[src/rtl/rf_wb_arbiter.sv]
// -----------------------------------------------------------------------------
// rf_wb_arbiter
//
// Shares the register file's single write port (we3/a3/wd3) between the
// in-order pipeline writeback stage and a long-latency unit (LLU: mul, div,
// uncached load) that completes out of band.
//
// LLU results are buffered in a small FIFO. The pipeline normally wins the
// port. The FIFO drains whenever the pipeline leaves the port free. If the
// FIFO head goes unserved for STARVE_LIMIT consecutive cycles, the block
// forces a one-cycle pipeline hold so that the head can retire.
//
// A 32-bit busy scoreboard tracks registers with an LLU write in flight.
// Issue stalls on RAW/WAW hazards against those registers.
//
// Parameters
//   DEPTH         LLU result FIFO entries (>= 1)
//   STARVE_LIMIT  consecutive unserved cycles before a forced drain (>= 1)
//   XLEN          data width
//
// Ports
//   clk, reset              clock; asynchronous active-high reset
//   wb_valid/wb_rd/wb_data  pipeline writeback request
//   wb_hold                 pipeline must stall WB and re-present it next cycle
//   llu_valid/llu_rd/...    LLU result; llu_ready = FIFO has room
//   iss_*                   decode-stage issue; iss_stall = hazard, hold issue
//   rf_we/rf_a3/rf_wd3      register file write port
//   busy                    scoreboard, bit n = LLU write to xn pending
// -----------------------------------------------------------------------------
module rf_wb_arbiter #(
    parameter int DEPTH        = 2,
    parameter int STARVE_LIMIT = 4,
    parameter int XLEN         = 32
) (
    input  logic            clk,
    input  logic            reset,
    // pipeline writeback
    input  logic            wb_valid,
    input  logic [4:0]      wb_rd,
    input  logic [XLEN-1:0] wb_data,
    output logic            wb_hold,
    // long-latency unit results
    input  logic            llu_valid,
    input  logic [4:0]      llu_rd,
    input  logic [XLEN-1:0] llu_data,
    output logic            llu_ready,
    // issue-side hazard check
    input  logic            iss_valid,
    input  logic            iss_llu,
    input  logic [4:0]      iss_rs1,
    input  logic [4:0]      iss_rs2,
    input  logic [4:0]      iss_rd,
    output logic            iss_stall,
    // register file write port
    output logic            rf_we,
    output logic [4:0]      rf_a3,
    output logic [XLEN-1:0] rf_wd3,
    // scoreboard
    output logic [31:0]     busy
);

    // -------------------------------------------------------------------------
    // Sizing
    // -------------------------------------------------------------------------
    localparam int PW = (DEPTH > 1) ? $clog2(DEPTH) : 1;
    localparam int CW = $clog2(DEPTH + 1);
    localparam int SW = (STARVE_LIMIT > 1) ? $clog2(STARVE_LIMIT) : 1;

    localparam logic [CW-1:0] FULL_COUNT  = CW'(DEPTH);
    localparam logic [PW-1:0] LAST_SLOT   = PW'(DEPTH - 1);
    localparam logic [SW-1:0] STARVE_LAST = SW'(STARVE_LIMIT - 1);

    // Starvation FSM encoding
    localparam logic [1:0] S_IDLE  = 2'd0;  // FIFO empty
    localparam logic [1:0] S_WAIT  = 2'd1;  // FIFO holds entries, counting starvation
    localparam logic [1:0] S_FORCE = 2'd2;  // one-cycle forced drain of the head

    typedef struct packed {
        logic [4:0]      rd;
        logic [XLEN-1:0] data;
    } entry_t;

    // -------------------------------------------------------------------------
    // State
    // -------------------------------------------------------------------------
    entry_t          mem [DEPTH];
    logic [PW-1:0]   head;
    logic [PW-1:0]   tail;
    logic [CW-1:0]   count;
    logic [CW-1:0]   count_nxt;

    logic [1:0]      state;
    logic [1:0]      state_nxt;
    logic [SW-1:0]   starve;
    logic [SW-1:0]   starve_nxt;

    logic [31:0]     busy_q;
    logic [4:0]      last_a3;
    logic [XLEN-1:0] last_wd3;

    // -------------------------------------------------------------------------
    // Combinational datapath
    // -------------------------------------------------------------------------
    entry_t          head_e;
    logic            fifo_nonempty;
    logic            push;
    logic            pop;
    logic            pipe_req;
    logic            grant;
    logic [4:0]      win_rd;
    logic [XLEN-1:0] win_data;
    logic            hit_rs1;
    logic            hit_rs2;
    logic            hit_rd;
    logic [31:0]     set_mask;
    logic [31:0]     clr_mask;

    function automatic logic [PW-1:0] next_ptr(input logic [PW-1:0] p);
        return (p == LAST_SLOT) ? '0 : p + PW'(1);
    endfunction

    assign head_e        = mem[head];
    assign fifo_nonempty = (count != '0);

    // Readiness comes from the registered count only. A pop in the same
    // cycle therefore never frees a slot for a push into a full FIFO.
    assign llu_ready = (count < FULL_COUNT);
    assign push      = llu_valid && llu_ready;

    // A pipeline write to x0 does not compete for the port.
    assign pipe_req  = wb_valid && (wb_rd != 5'd0);

    // Port grant priority: forced drain, then pipeline, then FIFO head.
    // With no winner, a3/wd3 keep the last value driven.
    // NOTE: every output of a combinational block gets a default first, so no
    // path through the if/case can leave it unassigned and infer a latch.
    always_comb begin
        pop      = 1'b0;
        grant    = 1'b0;
        win_rd   = last_a3;
        win_data = last_wd3;
        if (state == S_FORCE) begin
            pop      = 1'b1;
            grant    = (head_e.rd != 5'd0);
            win_rd   = head_e.rd;
            win_data = head_e.data;
        end else if (pipe_req) begin
            grant    = 1'b1;
            win_rd   = wb_rd;
            win_data = wb_data;
        end else if (fifo_nonempty) begin
            pop      = 1'b1;
            grant    = (head_e.rd != 5'd0);
            win_rd   = head_e.rd;
            win_data = head_e.data;
        end
    end

    // While reset is high the port is kept quiet even if the pipeline
    // presents a write.
    assign rf_we   = grant && !reset;
    assign rf_a3   = win_rd;
    assign rf_wd3  = win_data;
    assign wb_hold = (state == S_FORCE);

    // -------------------------------------------------------------------------
    // Scoreboard
    // -------------------------------------------------------------------------
    // Hazards use the registered busy vector. A register cleared by this
    // cycle's pop still stalls until the next cycle.
    assign hit_rs1   = (iss_rs1 != 5'd0) && busy_q[iss_rs1];
    assign hit_rs2   = (iss_rs2 != 5'd0) && busy_q[iss_rs2];
    assign hit_rd    = (iss_rd  != 5'd0) && busy_q[iss_rd];
    assign iss_stall = iss_valid && (hit_rs1 || hit_rs2 || hit_rd);

    // A set needs busy[rd]=0 (else WAW stall). It can therefore never collide
    // with the clear of the same bit, which needs busy[rd]=1.
    assign set_mask = (iss_valid && iss_llu && !iss_stall && (iss_rd != 5'd0))
                      ? (32'd1 << iss_rd) : 32'd0;
    assign clr_mask = (pop && (head_e.rd != 5'd0))
                      ? (32'd1 << head_e.rd) : 32'd0;

    assign busy = busy_q;

    // -------------------------------------------------------------------------
    // Starvation FSM next-state
    // -------------------------------------------------------------------------
    always_comb begin
        unique case ({push, pop})
            2'b10:   count_nxt = count + CW'(1);
            2'b01:   count_nxt = count - CW'(1);
            default: count_nxt = count;
        endcase
    end

    always_comb begin
        state_nxt  = state;
        starve_nxt = starve;
        case (state)
            S_IDLE: begin
                starve_nxt = '0;
                if (push) begin
                    state_nxt = S_WAIT;
                end
            end
            S_WAIT: begin
                if (pop) begin
                    starve_nxt = '0;
                    state_nxt  = (count_nxt != '0) ? S_WAIT : S_IDLE;
                end else if (starve == STARVE_LAST) begin
                    // STARVE_LIMIT unserved cycles so far: force the next one
                    starve_nxt = '0;
                    state_nxt  = S_FORCE;
                end else begin
                    starve_nxt = starve + SW'(1);
                end
            end
            S_FORCE: begin
                // The head always pops here; the FORCE state lasts one cycle.
                starve_nxt = '0;
                state_nxt  = (count_nxt != '0) ? S_WAIT : S_IDLE;
            end
            default: begin
                starve_nxt = '0;
                state_nxt  = S_IDLE;
            end
        endcase
    end

    // -------------------------------------------------------------------------
    // Sequential state
    // -------------------------------------------------------------------------
    // NOTE: sequential state uses non-blocking assignments only. All flops
    // then sample pre-edge values, whatever order the blocks run in.
    always_ff @(posedge clk or posedge reset) begin
        if (reset) begin
            head   <= '0;
            tail   <= '0;
            count  <= '0;
            state  <= S_IDLE;
            starve <= '0;
            busy_q <= '0;
        end else begin
            if (push) begin
                tail <= next_ptr(tail);
            end
            if (pop) begin
                head <= next_ptr(head);
            end
            count  <= count_nxt;
            state  <= state_nxt;
            starve <= starve_nxt;
            busy_q <= (busy_q & ~clr_mask) | set_mask;
        end
    end

    // NOTE: FIFO storage has no reset. The pointers and count make stale
    // slots unreachable, so clearing the data would only add reset fanout.
    always_ff @(posedge clk) begin
        if (push) begin
            mem[tail] <= '{rd: llu_rd, data: llu_data};
        end
    end

    // Last value driven on a3/wd3, held while the port is idle.
    always_ff @(posedge clk or posedge reset) begin
        if (reset) begin
            last_a3  <= '0;
            last_wd3 <= '0;
        end else if (grant) begin
            last_a3  <= win_rd;
            last_wd3 <= win_data;
        end
    end

endmodule

[config.mk]
export PLATFORM = sky130hd
export DESIGN_NAME = rf_wb_arbiter
export DESIGN_NICKNAME = d
export VERILOG_FILES = /design/src/rtl/rf_wb_arbiter.sv
export SDC_FILE = /design/constraint.sdc
export NUM_CORES = 1
export LEC_CHECK = 0
export ABC_AREA = 1
export ABC_CLOCK_PERIOD_IN_PS = 3500
export BUFFER_PORTS_ARGS = -buffer_cell sky130_fd_sc_hd__clkbuf_2
export CELL_PAD_IN_SITES_DETAIL_PLACEMENT = 0
export CELL_PAD_IN_SITES_GLOBAL_PLACEMENT = 1
export CORE_ASPECT_RATIO = 0.6
export CORE_MARGIN = 2
export CORE_UTILIZATION = 35
export DETAILED_ROUTE_END_ITERATION = 8
export HOLD_SLACK_MARGIN = 0.12
export PLACE_DENSITY = 0.76
export SLEW_MARGIN = 20
export SYNTH_ARGS = -nofsm -noshare
export SYNTH_HDL_FRONTEND = slang
export SYNTH_SLANG_ARGS = --single-unit
[constraint.sdc]
create_clock -name clk -period 3.5 [get_ports clk]
set_input_delay 0.7 -clock clk [delete_from_list [all_inputs] [get_ports clk]]
set_output_delay 0.7 -clock clk [all_outputs]
set_load 0.02 [all_outputs]
After elaboration in Yosys (flattened, before gate mapping)

Memory sizes are Yosys's and may differ from the RTL's.
Index checks and enable logic that the tools add are counted.

Add/sub/neg operators: 5
Magnitude comparators: 4
Equality and inequality tests: 7
Shift operators: 2
Muxes and demuxes: 33
Bitwise operators: 3
Reductions and logical operators: 24

Operators with widths:

| kind                                                                 | number |
|---|---|
| 32-bit two-way mux                                                   | 5 |
| 1-bit by 5-bit left shift with 32-bit output, first input constant   | 2 |
| 32-bit AND                                                           | 1 |
| 32-bit NOT                                                           | 1 |
| 32-bit OR                                                            | 1 |
| 5-bit nonzero test                                                   | 5 |
| 5-bit by 6-bit < comparator with 1-bit output, second input constant | 3 |
| 1-bit binary-select mux with 5-bit select                            | 3 |
| 5-bit two-way mux                                                    | 3 |
| 1-bit two-way mux                                                    | 14 |
| 2-bit two-way mux                                                    | 6 |
| 1-bit logical AND                                                    | 11 |
| 2-bit == test, second input constant                                 | 3 |
| 2-bit case mux with 3 select lines                                   | 1 |
| 2-bit by 1-bit adder with 2-bit output, second input constant        | 2 |
| 2-bit by 1-bit == test with 1-bit output, second input constant      | 2 |
| 2-bit case mux with 2 select lines                                   | 1 |
| 2-bit nonzero test                                                   | 2 |
| 3-bit inequality test, second input constant                         | 1 |
| 1-bit adder, second input constant                                   | 2 |
| 1-bit logical NOT                                                    | 2 |
| 2-bit logical NOT                                                    | 1 |
| 1-bit logical OR                                                     | 2 |
| 2-bit < comparator, second input constant                            | 1 |
| other kinds (3)                                                      | 3 |

Register bits: 77
Memory bits (writable): 74
Bits of input ports: 95
Logic and storage cells: 87
Memories: 1

Memories:

| name | depth | width | read ports | clocked after Yosys merged registers in | write ports | line | source |
|---|---|---|---|---|---|---|---|
| mem  | 2     | 37    | 1          | 0                                       | 1           | 86   | `entry_t mem [DEPTH];` |

Logic depth before layout (Yosys ltp)

Gate-level depths: netlist of run 1.

Depth after elaboration: 11
Depth in mapped cells: 15
Mapped depth without buffers: 13

Worst setup path before layout of run 1

Ideal clock, no wire load.

Path type: in2reg
Start point: in llu_valid
End point: mem mem[0][0] (netlist name), enable pin
Library setup time: 431 ps
Arrival: 2400 ps
Path slack: 668 ps
Stages: 2
Cells stage by stage: nand2_1 > nor2_1

Cells in the longest elaborated chain, start to end: 3

Ends and longest elaborated chain:

| element                                 | line | source |
|---|---|---|
| start: declaration                      | 43   | `input logic llu_valid,` |
| 1-bit logical AND                       | 128  | `assign push = llu_valid && llu_ready;` |
| 1-bit two-way mux                       | 260  | `if (push) begin` |
| 1-bit two-way mux (not written as such) | 261  | `mem[tail] <= '{rd: llu_rd, data: llu_data};` |
| end: declaration                        | 86   |  |

Every way passes these cells.

Worst setup path in the final report of run 1

Start point: reg head
End point: out rf_a3[2]

Cells in the longest elaborated chain, start to end: 4

Ends and longest elaborated chain:

| element                  | line | source |
|---|---|---|
| start: declaration       | 87   | `logic [PW-1:0] head;` |
| start signal: assignment | 248  | `head <= next_ptr(head);` |
| memory 2 x 37 bit *      | n/a  |  |
| 5-bit two-way mux        | 151  | `end else if (fifo_nonempty) begin` |
| 5-bit two-way mux        | 147  | `end else if (pipe_req) begin` |
| 5-bit two-way mux *      | 142  | `if (state == S_FORCE) begin` |
| end: declaration         | 56   | `output logic [4:0] rf_a3,` |

Every way passes the cells marked *; elsewhere a longest branch is shown, timed or not.

==> results by group, run 1 <==
Clock network
  • Clock buffer depth: 2
  • CTS buffer count: 17
  • Clk sinks: 151
  • CTS tree: yes
  • Clock Latency Late Sink: 0.42 ns
  • Clock slew seen by the registers of the worst setup and hold paths: 0.06 ns
  • Clock root buffer: clkbuf_16
  • Post-CTS resize count: 0
  • Htree depth: 4

Setup path
  • Crit-path cells: inv_2 -> or2_1 -> o21ai_1 -> inv_2 -> nor2_1 -> nor3_1 -> clkbuf_2
  • Crit path max-delay family: simple AND/OR/NAND/NOR gates
  • Critical-path top delay cell: dfrtp_2
  • CP peak stage delay: 0.61 ns
  • CP required: 2.80 ns
  • CP Max Fanout: 16
  • Most frequent CP cell: inv_2
  • WS Path Type: reg2out
  • Worst setup EP type: output pin
  • Crit path DAT: 2.55 ns
  • WP buf/inv: 3
  • CP startpoint kind: register

Power and ir drop
  • Peak VDD IR: 0.000398 V
  • Power density over the cells: 768 nW/um^2
  • Leak pwr: 0.00469 uW

Drt
  • DRT iter0 DRCs: 697
  • DR WL/cell: 17.7 um
  • WL final: 26,000 um
  • Via count: 7,581
  • Final ANT Viol Nets: 0
  • # DRC: 0
  • Via/cell ratio: 5.17
  • 1st-pass router iterations: 5

STA
  • Measured slew at the worst slew-check pin: 0.997 ns
  • Final Cycle Share: 92.8%
  • Final Hold Fails: 0
  • Maximum clock rate: 308 MHz
  • Final setup fails: 0
  • Relative slew slack: 33.4%
  • Hold WS: 0.444 ns
  • RSZ-0062 raised after global routing: false
  • Pins Over Slew Limit: 0
  • Post-layout min period: 3.25 ns
  • Setup Total Neg Slack: 0 ns
  • Skew final: 0.0133 ns
  • Final setup margin: 0.251 ns

Floorplan
  • Die area: 24,700 sq um
  • Num rows: 43
  • Die Ht: 123 um
  • Starting density of the core: 35.6%
  • Die Span X: 202 um
  • # IOs: 168
  • Core footprint: 23,000 sq um

Placement
  • Dpl cells: 1,432
  • GPL Wtd Cong: 0.942
  • Pre-CTS setup slack: 0.347 ns
  • Post-DP HPWL: 18,800 um
  • Port Buf Inserts: 167

Synth
  • Top-area cell type share of the netlist area: 27.1%
  • Fraction of registers with async set or reset after synthesis: 51.0%
  • Synthesized area per cell: 8.34 sq um
  • EDFF count, synth: 74
  • Area leader, netlist: edfxtp_1
  • Yosys warns: 0
  • Synth top area cells: edfxtp_1, dfrtp_1, nand2_1, nand3_1, nand4_1
  • Post-synthesis cell type count: 38
  • Yosys reg bits: 151
  • Most frequent cell after synthesis: nand2_1
  • Synth top cells by count: nand2_1, inv_1, nand3_1
  • Syn Inst Count: 983
  • Syn_nets: 1,080
  • Sequential area share after synthesis: 50.6%
  • Mapped Area: 8200 sq um
  • Synth Flop Type: dfrtp_1

Outcome
  • Outcome: completed

Layout
  • Fillers: 2,394
  • Layout cells sized above 1: 24.0%
  • Synthesis-to-layout area growth: 21.7%
  • Nets: 1,234
  • Fin cells: 1,466
  • Layout Utilization: 43.3%

Global route
  • Total track usage: 21.4%
  • Grt ovf: 0
  • Global-route wire length before repair: 40,500 um
  • Initial antenna violation count: 2
  • Vias in the first global route: 6,989
  • Largest net degree at the start of global routing: 77

Flow run
  • Max Cap Viol: 0

Hold path
  • Hold Path Class: reg2reg
[per-layer routing]
layer / vias up / global-route usage (%) / share of wire (%)
met3: 22 / 5.47 / 7.9
met5: - / 0 / 0.042
met4: 2 / 4.32 / 0.77
li1: 3674 / - / -
met2: 274 / 28.9 / 40
met1: 3609 / 33.6 / 51
[placed cells by master, fill, tap and decap left out, drive strengths merged]
| cell type | synthesis | final |
|---|---|---|
| nand2 | 293 | 293 |
| clkbuf | 28 | 189 |
| inv | 93 | 95 |
| o21ai | 95 | 95 |
| nand3 | 82 | 82 |
| dfrtp | 77 | 77 |
| edfxtp | 74 | 74 |
| nand4 | 66 | 66 |
| nor2 | 54 | 54 |
| buf | 32 | 27 |
| a31oi | 23 | 23 |
| o221ai | 12 | 12 |
| clkinv | 4 | 12 |
| mux2i | 11 | 11 |
| a21oi | 9 | 9 |
| nor3 | 6 | 6 |
| nor4 | 5 | 5 |
| o211ai | 5 | 5 |
| or2 | 5 | 5 |
| xor2 | 3 | 3 |
| ha | 2 | 2 |
| diode | 0 | 1 |
| xnor2 | 1 | 1 |
| a21boi | 1 | 1 |
| o31ai | 1 | 1 |
| o22ai | 1 | 1 |
| dlygate4sd3 | 0 | 1 |
[through the flow]
step,cell area (sq um),total power (uW)
3_3_place_gp,9380,5860
4_1_cts,9970,7710
5_1_grt,9970,8180
2_1_floorplan,8200,4810
6_report,9980,7660
3_5_place_dp,9380,5880
[timing repair]
action                    CTS  global route
hold buffers                1             0
buffers inserted            0             0
hold endpoints to repair    1             0
[state kept, by name, summed over array words and instances (netlist names)]
register  flops
busy         32
starve        2
last_a3       5
last_wd3     32
tail          1
count         2
head          1
state         2
mem          74
[final timing paths]
check,from,to,slack [ns],cells after the start
worst max-delay path,head$_DFFE_PP0P_,rf_a3[2],0.25,7
worst min-delay path,busy[0]$_DFF_PP0_,busy[0]$_DFF_PP0_,0.44,0
worst max register to register,head$_DFFE_PP0P_,last_wd3[17]$_DFFE_PP0N_,0.70,11
worst min register to register,busy[0]$_DFF_PP0_,busy[0]$_DFF_PP0_,0.44,0
max in group asynchronous,reset,busy[13]$_DFF_PP0_,2.21,4
min in group asynchronous,reset,last_wd3[30]$_DFFE_PP0N_,0.67,3
[kinds of logic after synthesis]
logic type | count (synthesis) | synth area share [%]
AOI/OAI and AO/OA | 147 | 11.5
xor gates and xnor gates | 4 | 0.427
adders and majority gates | 2 | 0.305
buffers and inverters | 157 | 8.21
DFF | 151 | 50.6
muxes | 11 | 1.34
and+or+nand+nor | 511 | 27.6
[final cells by class]
class / count / area [sq um] / area share (%)
sequential: 151 / 4150 / 41.6
multi-input combinational: 675 / 3390 / 34.0
timing repair buffer: 195 / 1090 / 10.9
clock buffer: 22 / 508 / 5.09
tap: 315 / 394 / 3.95
inverter: 97 / 365 / 3.66
clock inverter: 10 / 80.1 / 0.803
antenna: 1 / 2.50 / 0.0251
[where the power goes]
group	switching (uW)	internal, uW
combinational	2160	950
sequential	336	2410
clock	765	1050
total	3260	4400
Note: power is estimated with default switching activity, not from simulation.
==> inputs of run 2 (changes only) <==
--- a/config.mk
+++ b/config.mk
@@ -6,16 +6,17 @@
 export NUM_CORES = 1
 export LEC_CHECK = 0
 export ABC_AREA = 1
-export ABC_CLOCK_PERIOD_IN_PS = 3500
+export ABC_CLOCK_PERIOD_IN_PS = 4100
 export BUFFER_PORTS_ARGS = -buffer_cell sky130_fd_sc_hd__clkbuf_2
 export CELL_PAD_IN_SITES_DETAIL_PLACEMENT = 0
 export CELL_PAD_IN_SITES_GLOBAL_PLACEMENT = 1
 export CORE_ASPECT_RATIO = 0.6
 export CORE_MARGIN = 2
-export CORE_UTILIZATION = 35
+export CORE_UTILIZATION = 30
 export DETAILED_ROUTE_END_ITERATION = 8
+export GPL_TIMING_DRIVEN = 0
 export HOLD_SLACK_MARGIN = 0.12
-export PLACE_DENSITY = 0.76
+export PLACE_DENSITY = 0.68
 export SLEW_MARGIN = 20
 export SYNTH_ARGS = -nofsm -noshare
 export SYNTH_HDL_FRONTEND = slang
==> constraint.sdc (replaced) <==
create_clock -name clk -period 4.1 [get_ports clk]
set_input_delay 0.82 -clock clk [delete_from_list [all_inputs] [get_ports clk]]
set_output_delay 0.82 -clock clk [all_outputs]
set_load 0.02 [all_outputs]
==> results by group, run 2 (synthesis results as in run 1) <==
Outcome
  • Outcome: completed

Layout
  • Layout cells sized above 1: 23.8% (-0.21 points)
  • Most frequent cells in the layout: nand2_1, clkbuf_2, inv_1, nand3_1, dfrtp_1
  • Most common cell after layout, fill and taps aside: nand2_1
  • # diodes: 0 (-1)
  • Nets: 1,265 (+2.5%)
  • Largest register FFs: 74 (unchanged)
  • Synthesis-to-layout area growth: 24.1%
  • Layout Utilization: 38.2% (-5.2 points)
  • Fillers: 2,762 (+15%)
  • Largest reg by FF count: mem

Placement
  • GPL Wtd Cong: 0.948 (+0.57%)
  • Port Buf Inserts: 163 (-2.4%)
  • Pre-CTS setup slack: 0.442 ns (+0.0947 ns)
  • Post-DP HPWL: 22,000 um (+17%)

Clock network
  • Post-CTS resize count: 0 (unchanged)
  • Clk sinks: 151 (unchanged)
  • CTS tree: yes
  • Clock Latency Late Sink: 0.44 ns (+0.02 ns)
  • Clock root buffer: clkbuf_16
  • Setup bufs post-CTS: 0 (unchanged)
  • CTS buffer count: 17 (unchanged)
  • Cts hold-fix bufs: 0 (-1)
  • Clock slew seen by the registers of the worst setup and hold paths: 0.07 ns (about the same)
  • Htree depth: 4 (unchanged)
  • Clock buffer depth: 2 (unchanged)

Drt
  • Final ANT Viol Nets: 0 (unchanged)
  • Via/cell ratio: 5.04 (-2.6%)
  • DRT iter0 DRCs: 649 (-6.9%)
  • DR WL/cell: 18.7 um (+5.5%)
  • WL final: 28,800 um (+11%)
  • # DRC: 0 (unchanged)
  • Via count: 7,763 (+2.4%)
  • 1st-pass router iterations: 5 (unchanged)

Setup path
  • Worst setup EP type: output pin
  • CP Max Fanout: 10 (-6)
  • Crit path DAT: 2.86 ns (+0.31 ns)
  • WS Path Type: reg2out
  • CP startpoint kind: register
  • CP required: 3.28 ns (+0.48 ns)

Power and ir drop
  • Peak VDD IR: 0.000284 V (-29%)
  • Sequential power share: 33.9% (-1.9 points)
  • Leak pwr: 0.00474 uW (+1.0%)
  • Sw power: 2900 uW (-11%)
  • Sw Share: 42.8% (+0.23 points)
  • Power density over the cells: 665 nW/um^2 (-13%)
  • Internal Pwr Total: 3870 uW (-12%)
  • Logic pwr share: 41.1% (+0.5 points)
  • Clock share of power: 25.0% (+1.4 points)

STA
  • Final setup margin: 0.417 ns (+0.166 ns)
  • RSZ-0062 raised after global routing: false
  • Final Cycle Share: 89.8%
  • Hold WS: 0.441 ns (-0.00267 ns)
  • Pins Over Slew Limit: 0 (unchanged)
  • Maximum clock rate: 272 MHz
  • Final Hold Fails: 0 (unchanged)
  • Final setup fails: 0 (unchanged)
  • Post-layout min period: 3.68 ns
  • Skew final: 0.00790 ns (-0.00536 ns)
  • Relative slew slack: 55.5% (+22 points)
  • Measured slew at the worst slew-check pin: 0.665 ns (-0.331 ns)

Floorplan
  • Starting density of the core: 30.8% (-4.8 points)
  • Die Span X: 217 um (+7.9%)
  • Core footprint: 26,600 sq um (+16%)
  • # IOs: 168 (unchanged)
  • Num rows: 46 (+7.0%)
  • Die area: 28,700 sq um (+16%)
  • Die Ht: 132 um (+7.7%)

Global route
  • Total track usage: 20.3% (-1.1 points)
  • Largest net degree at the start of global routing: 41 (-47%)
  • Global-route wire length before repair: 43,800 um (+7.9%)
  • Grt ovf: 0 (unchanged)
  • Vias in the first global route: 7,104 (+1.6%)
  • Initial antenna violation count: 1 (-1)

Hold path
  • Hold Path Class: in2async

Flow run
  • Max Cap Viol: 0 (unchanged)
[run 2: per-stage QoR]
stage | std cells | instance area, sq um | setup TNS (ns) | total power, uW
after global routing | 1541 | 10200 | 0 | 7200
final | 1541 | 10200 | 0 | 6760
after floorplan | 983 | 8200 | 0 | 4100
after CTS | 1541 | 10200 | 0 | 6790
after global placement | 1506 | 9460 | -29.54 | 5040
after detailed placement | 1509 | 9540 | 0 | 5090
[run 2: cell type report]
type | instances | area (sq um) | share of cell area, %
Timing Repair Buffer | 166 | 876 | 8.61
Clock buffer | 18 | 439 | 4.32
Inverter | 97 | 367 | 3.61
Buffer | 60 | 309 | 3.04
Clock inverter | 14 | 189 | 1.86
Sequential cell | 151 | 4150 | 40.8
Tap cell | 360 | 450 | 4.43
Multi-Input combinational cell | 675 | 3390 | 33.3
[run 2: final timing paths]
path                                          start                  endpoint  slack [ns]  depth (start not counted)
worst max-delay path             count[0]$_DFF_PP0_                rf_wd3[23]        0.42                          7
worst min-delay path                          reset  last_wd3[12]$_DFFE_PP0N_        0.44                          2
max in group asynchronous                     reset        busy[14]$_DFF_PP0_        3.04                          3
worst max register to register   count[0]$_DFF_PP0_      state[0]$_DFFE_PP0P_        1.21                         11
min in group clk                starve[0]$_DFF_PP0_       starve[0]$_DFF_PP0_        0.45                          1
worst min register to register  starve[0]$_DFF_PP0_       starve[0]$_DFF_PP0_        0.45                          1
[run 2: routing by layer]
metal  track usage, %  part of all wire (%)  wire length, um
met1             34.6                    53            15300
met2             24.6                    37            10600
met3             3.55                   8.3             2390
met4             5.86                   1.5              431
met5                0                     0                0
[run 2: worst max-delay path, stage by stage (launching register included)]
cell      delay [ns]
dfrtp_1         0.42
nor2_2          0.48
nand2_1         0.24
nand2_2         0.29
inv_2           0.16
buf_2           0.24
a31oi_1         0.34
clkbuf_2        0.24
[run 2: power by group through the flow]
stage	clock, uW	sequential [uW]	combinational (uW)
2_1_floorplan	0	2360	1740
6_report	1690	2290	2780
5_1_grt	1780	2340	3070
3_5_place_dp	0	2320	2770
4_1_cts	1710	2290	2780
3_3_place_gp	0	2330	2710
==> inputs of run 3 (changes only) <==
--- a/config.mk
+++ b/config.mk
@@ -7,16 +7,17 @@
 export LEC_CHECK = 0
 export ABC_AREA = 1
 export ABC_CLOCK_PERIOD_IN_PS = 4100
-export BUFFER_PORTS_ARGS = -buffer_cell sky130_fd_sc_hd__clkbuf_2
 export CELL_PAD_IN_SITES_DETAIL_PLACEMENT = 0
 export CELL_PAD_IN_SITES_GLOBAL_PLACEMENT = 1
 export CORE_ASPECT_RATIO = 0.6
 export CORE_MARGIN = 2
 export CORE_UTILIZATION = 30
 export DETAILED_ROUTE_END_ITERATION = 8
+export DONT_BUFFER_PORTS = 1
 export GPL_TIMING_DRIVEN = 0
 export HOLD_SLACK_MARGIN = 0.12
-export PLACE_DENSITY = 0.68
+export PLACE_DENSITY = 0.61
+export REMOVE_ABC_BUFFERS = 1
 export SLEW_MARGIN = 20
 export SYNTH_ARGS = -nofsm -noshare
 export SYNTH_HDL_FRONTEND = slang
==> results by group, run 3 (synthesis results as in run 1) <==
Outcome
  • Outcome: completed

Hold path
  • Hold Path Class: reg2reg

Global route
  • Largest net degree at the start of global routing: 68 (+66%)
  • Vias in the first global route: 6,399 (-9.9%)
  • Grt ovf: 0 (unchanged)
  • Initial antenna violation count: 0 (-1)
  • Global-route wire length before repair: 41,200 um (-5.8%)
  • Total track usage: 19.2% (-1.1 points)

Flow run
  • Max Cap Viol: 0 (unchanged)

STA
  • Post-layout min period: 3.87 ns (+0.186 ns)
  • Pins Over Slew Limit: 0 (unchanged)
  • Relative slew slack: 35.3% (-20 points)
  • Hold WS: 0.436 ns (-0.00517 ns)
  • Skew final: 0.00606 ns (-0.00185 ns)
  • Setup Total Neg Slack: 0 ns (unchanged)
  • Measured slew at the worst slew-check pin: 0.970 ns (+0.305 ns)
  • Final setup margin: 0.231 ns (-0.186 ns)
  • Final Cycle Share: 94.4% (+4.5 points)
  • Final setup fails: 0 (unchanged)
  • RSZ-0062 raised after global routing: false
  • Maximum clock rate: 258 MHz (-4.8%)
  • Final Hold Fails: 0 (unchanged)

Clock network
  • Clk sinks: 151 (unchanged)
  • CTS tree: yes
  • Clock Latency Late Sink: 0.44 ns (about the same)
  • Clock slew seen by the registers of the worst setup and hold paths: 0.06 ns (about the same)
  • Clock root buffer: clkbuf_16
  • CTS buffer count: 17 (unchanged)
  • Htree depth: 4 (unchanged)
  • Clock buffer depth: 2 (unchanged)

Setup path
  • WS Path Type: in2out
  • Most frequent CP cell: nand2_4
  • CP peak stage delay: 0.66 ns (+0.18 ns)
  • CP Max Fanout: 34 (+24)
  • Crit-path cells: nor3_1 -> nand2_1 -> nand2_4 -> nor2_4 -> inv_4 -> nand2_4 -> inv_6 -> a21oi_1
  • Worst setup EP type: output pin
  • R2R setup slack: 1.02 ns (-0.19 ns)
  • Critical-path top delay cell: a21oi_1
  • CP startpoint kind: primary input
  • CP required: 3.28 ns (about the same)
  • Crit path DAT: 3.05 ns (+0.19 ns)

Floorplan
  • Core footprint: 26,600 sq um (unchanged)
  • Die Span X: 217 um (unchanged)
  • # IOs: 168 (unchanged)
  • Die Ht: 132 um (unchanged)
  • Num rows: 46 (unchanged)
  • Die area: 28,700 sq um (unchanged)
  • Starting density of the core: 30.8% (unchanged)

Layout
  • Fillers: 2,734 (-1.0%)
  • Multi-input gate area: 3430 sq um (+1.2%)
  • Largest reg by FF count: mem
  • Layout cells sized above 1: 10.4% (-13 points)
  • Most frequent cells in the layout: nand2_1, nand3_1, inv_1, dfrtp_1, edfxtp_1
  • # diodes: 0 (unchanged)
  • Sequential cell area: 4150 sq um (about the same)
  • Most common cell after layout, fill and taps aside: nand2_1
  • Synthesis-to-layout area growth: 13.2%
  • Design area: 9280 sq um (-8.7%)
  • Nets: 1,051 (-17%)
  • Largest register FFs: 74 (unchanged)

Placement
  • GPL Wtd Cong: 0.783 (-17%)
  • Port Buf Inserts: 0 (-100%)
  • Post-DP HPWL: 18,900 um (-14%)
  • Pre-CTS setup slack: -0.771 ns (-1.21 ns)
  • Placed instance area: 8540 sq um (-11%)

Power and ir drop
  • Clock share of power: 26.9% (+1.9 points)
  • Leak pwr: 0.00398 uW (-16%)
  • Logic pwr share: 35.5% (-5.6 points)
  • Internal Pwr Total: 3800 uW (-1.8%)
  • Power density over the cells: 705 nW/um^2 (+5.9%)
  • Peak VDD IR: 0.000252 V (-11%)
  • Sequential power share: 37.6% (+3.7 points)
  • Sw Share: 41.9% (-0.92 points)
  • Sw power: 2740 uW (-5.4%)

Drt
  • DRT iter0 DRCs: 593 (-8.6%)
  • 1st-pass router iterations: 5 (unchanged)
  • # DRC: 0 (unchanged)
  • WL final: 27,000 um (-6.3%)
  • Final ANT Viol Nets: 0 (unchanged)
  • Via count: 6,840 (-12%)
  • DR WL/cell: 20.3 um (+8.8%)
  • Via/cell ratio: 5.15 (+2.3%)
## run 3: final timing paths
kind	startpoint	end	cells past startpoint
min in group asynchronous	reset	last_wd3[16]$_DFFE_PP0N_	2
min	starve[0]$_DFF_PP0_	starve[0]$_DFF_PP0_	1
min reg2reg	starve[0]$_DFF_PP0_	starve[0]$_DFF_PP0_	1
max	wb_rd[3]	rf_a3[3]	8
max in group asynchronous	reset	head$_DFFE_PP0P_	3
max reg2reg	head$_DFFE_PP0P_	last_wd3[25]$_DFFE_PP0N_	10
## run 3: layer usage
metal  track usage, %  wire [um]
met2             25.5      10800
met4             5.52        418
met1             28.7      13400
met5                0          0
met3             6.90       2370
## run 3: cell type report
type / count / share of cell area, %
sequential: 151 / 44.7
inverter: 97 / 4.15
tap: 360 / 4.85
clock inverter: 15 / 2.40
clock buffer: 17 / 4.58
timing repair buffer: 12 / 2.31
multi-input combinational: 675 / 37.0
## run 3: timing repair
item | 4_1_cts | 5_1_grt
setup endpoints to repair | 39 | 27
pin swaps | 1 | 1
hold buffers | 1 | 0
endpoints found under the hold margin | 10 | 0
resized for setup | 6 | 8
buffers inserted | 0 | 4
## run 3: metrics by stage
step / instances / utilization [%] / power [uW]
2_1_floorplan: 923 / - / 3990
3_3_place_gp: 1283 / 31.3 / 4660
3_5_place_dp: 1290 / 32.0 / 4790
4_1_cts: 1323 / 34.6 / 6580
5_1_grt: 1327 / 34.8 / 6960
6_report: 1327 / 34.8 / 6540
## run 3: power by group through the flow
stage | Clock (uW) | Sequential, uW | Combinational (uW)
floorplan | 0 | 2410 | 1580
global placement | 0 | 2560 | 2100
detailed placement | 0 | 2500 | 2280
CTS | 1800 | 2470 | 2300
global route | 1860 | 2520 | 2580
finish | 1760 | 2460 | 2320
## run 3: worst max-delay path: cells and delay by family
kind / cells / cell delay, ns
AND/OR/NAND/NOR: 5 / 1.10
AO/OA/AOI/OAI: 1 / 0.66
buffers and inverters: 2 / 0.43
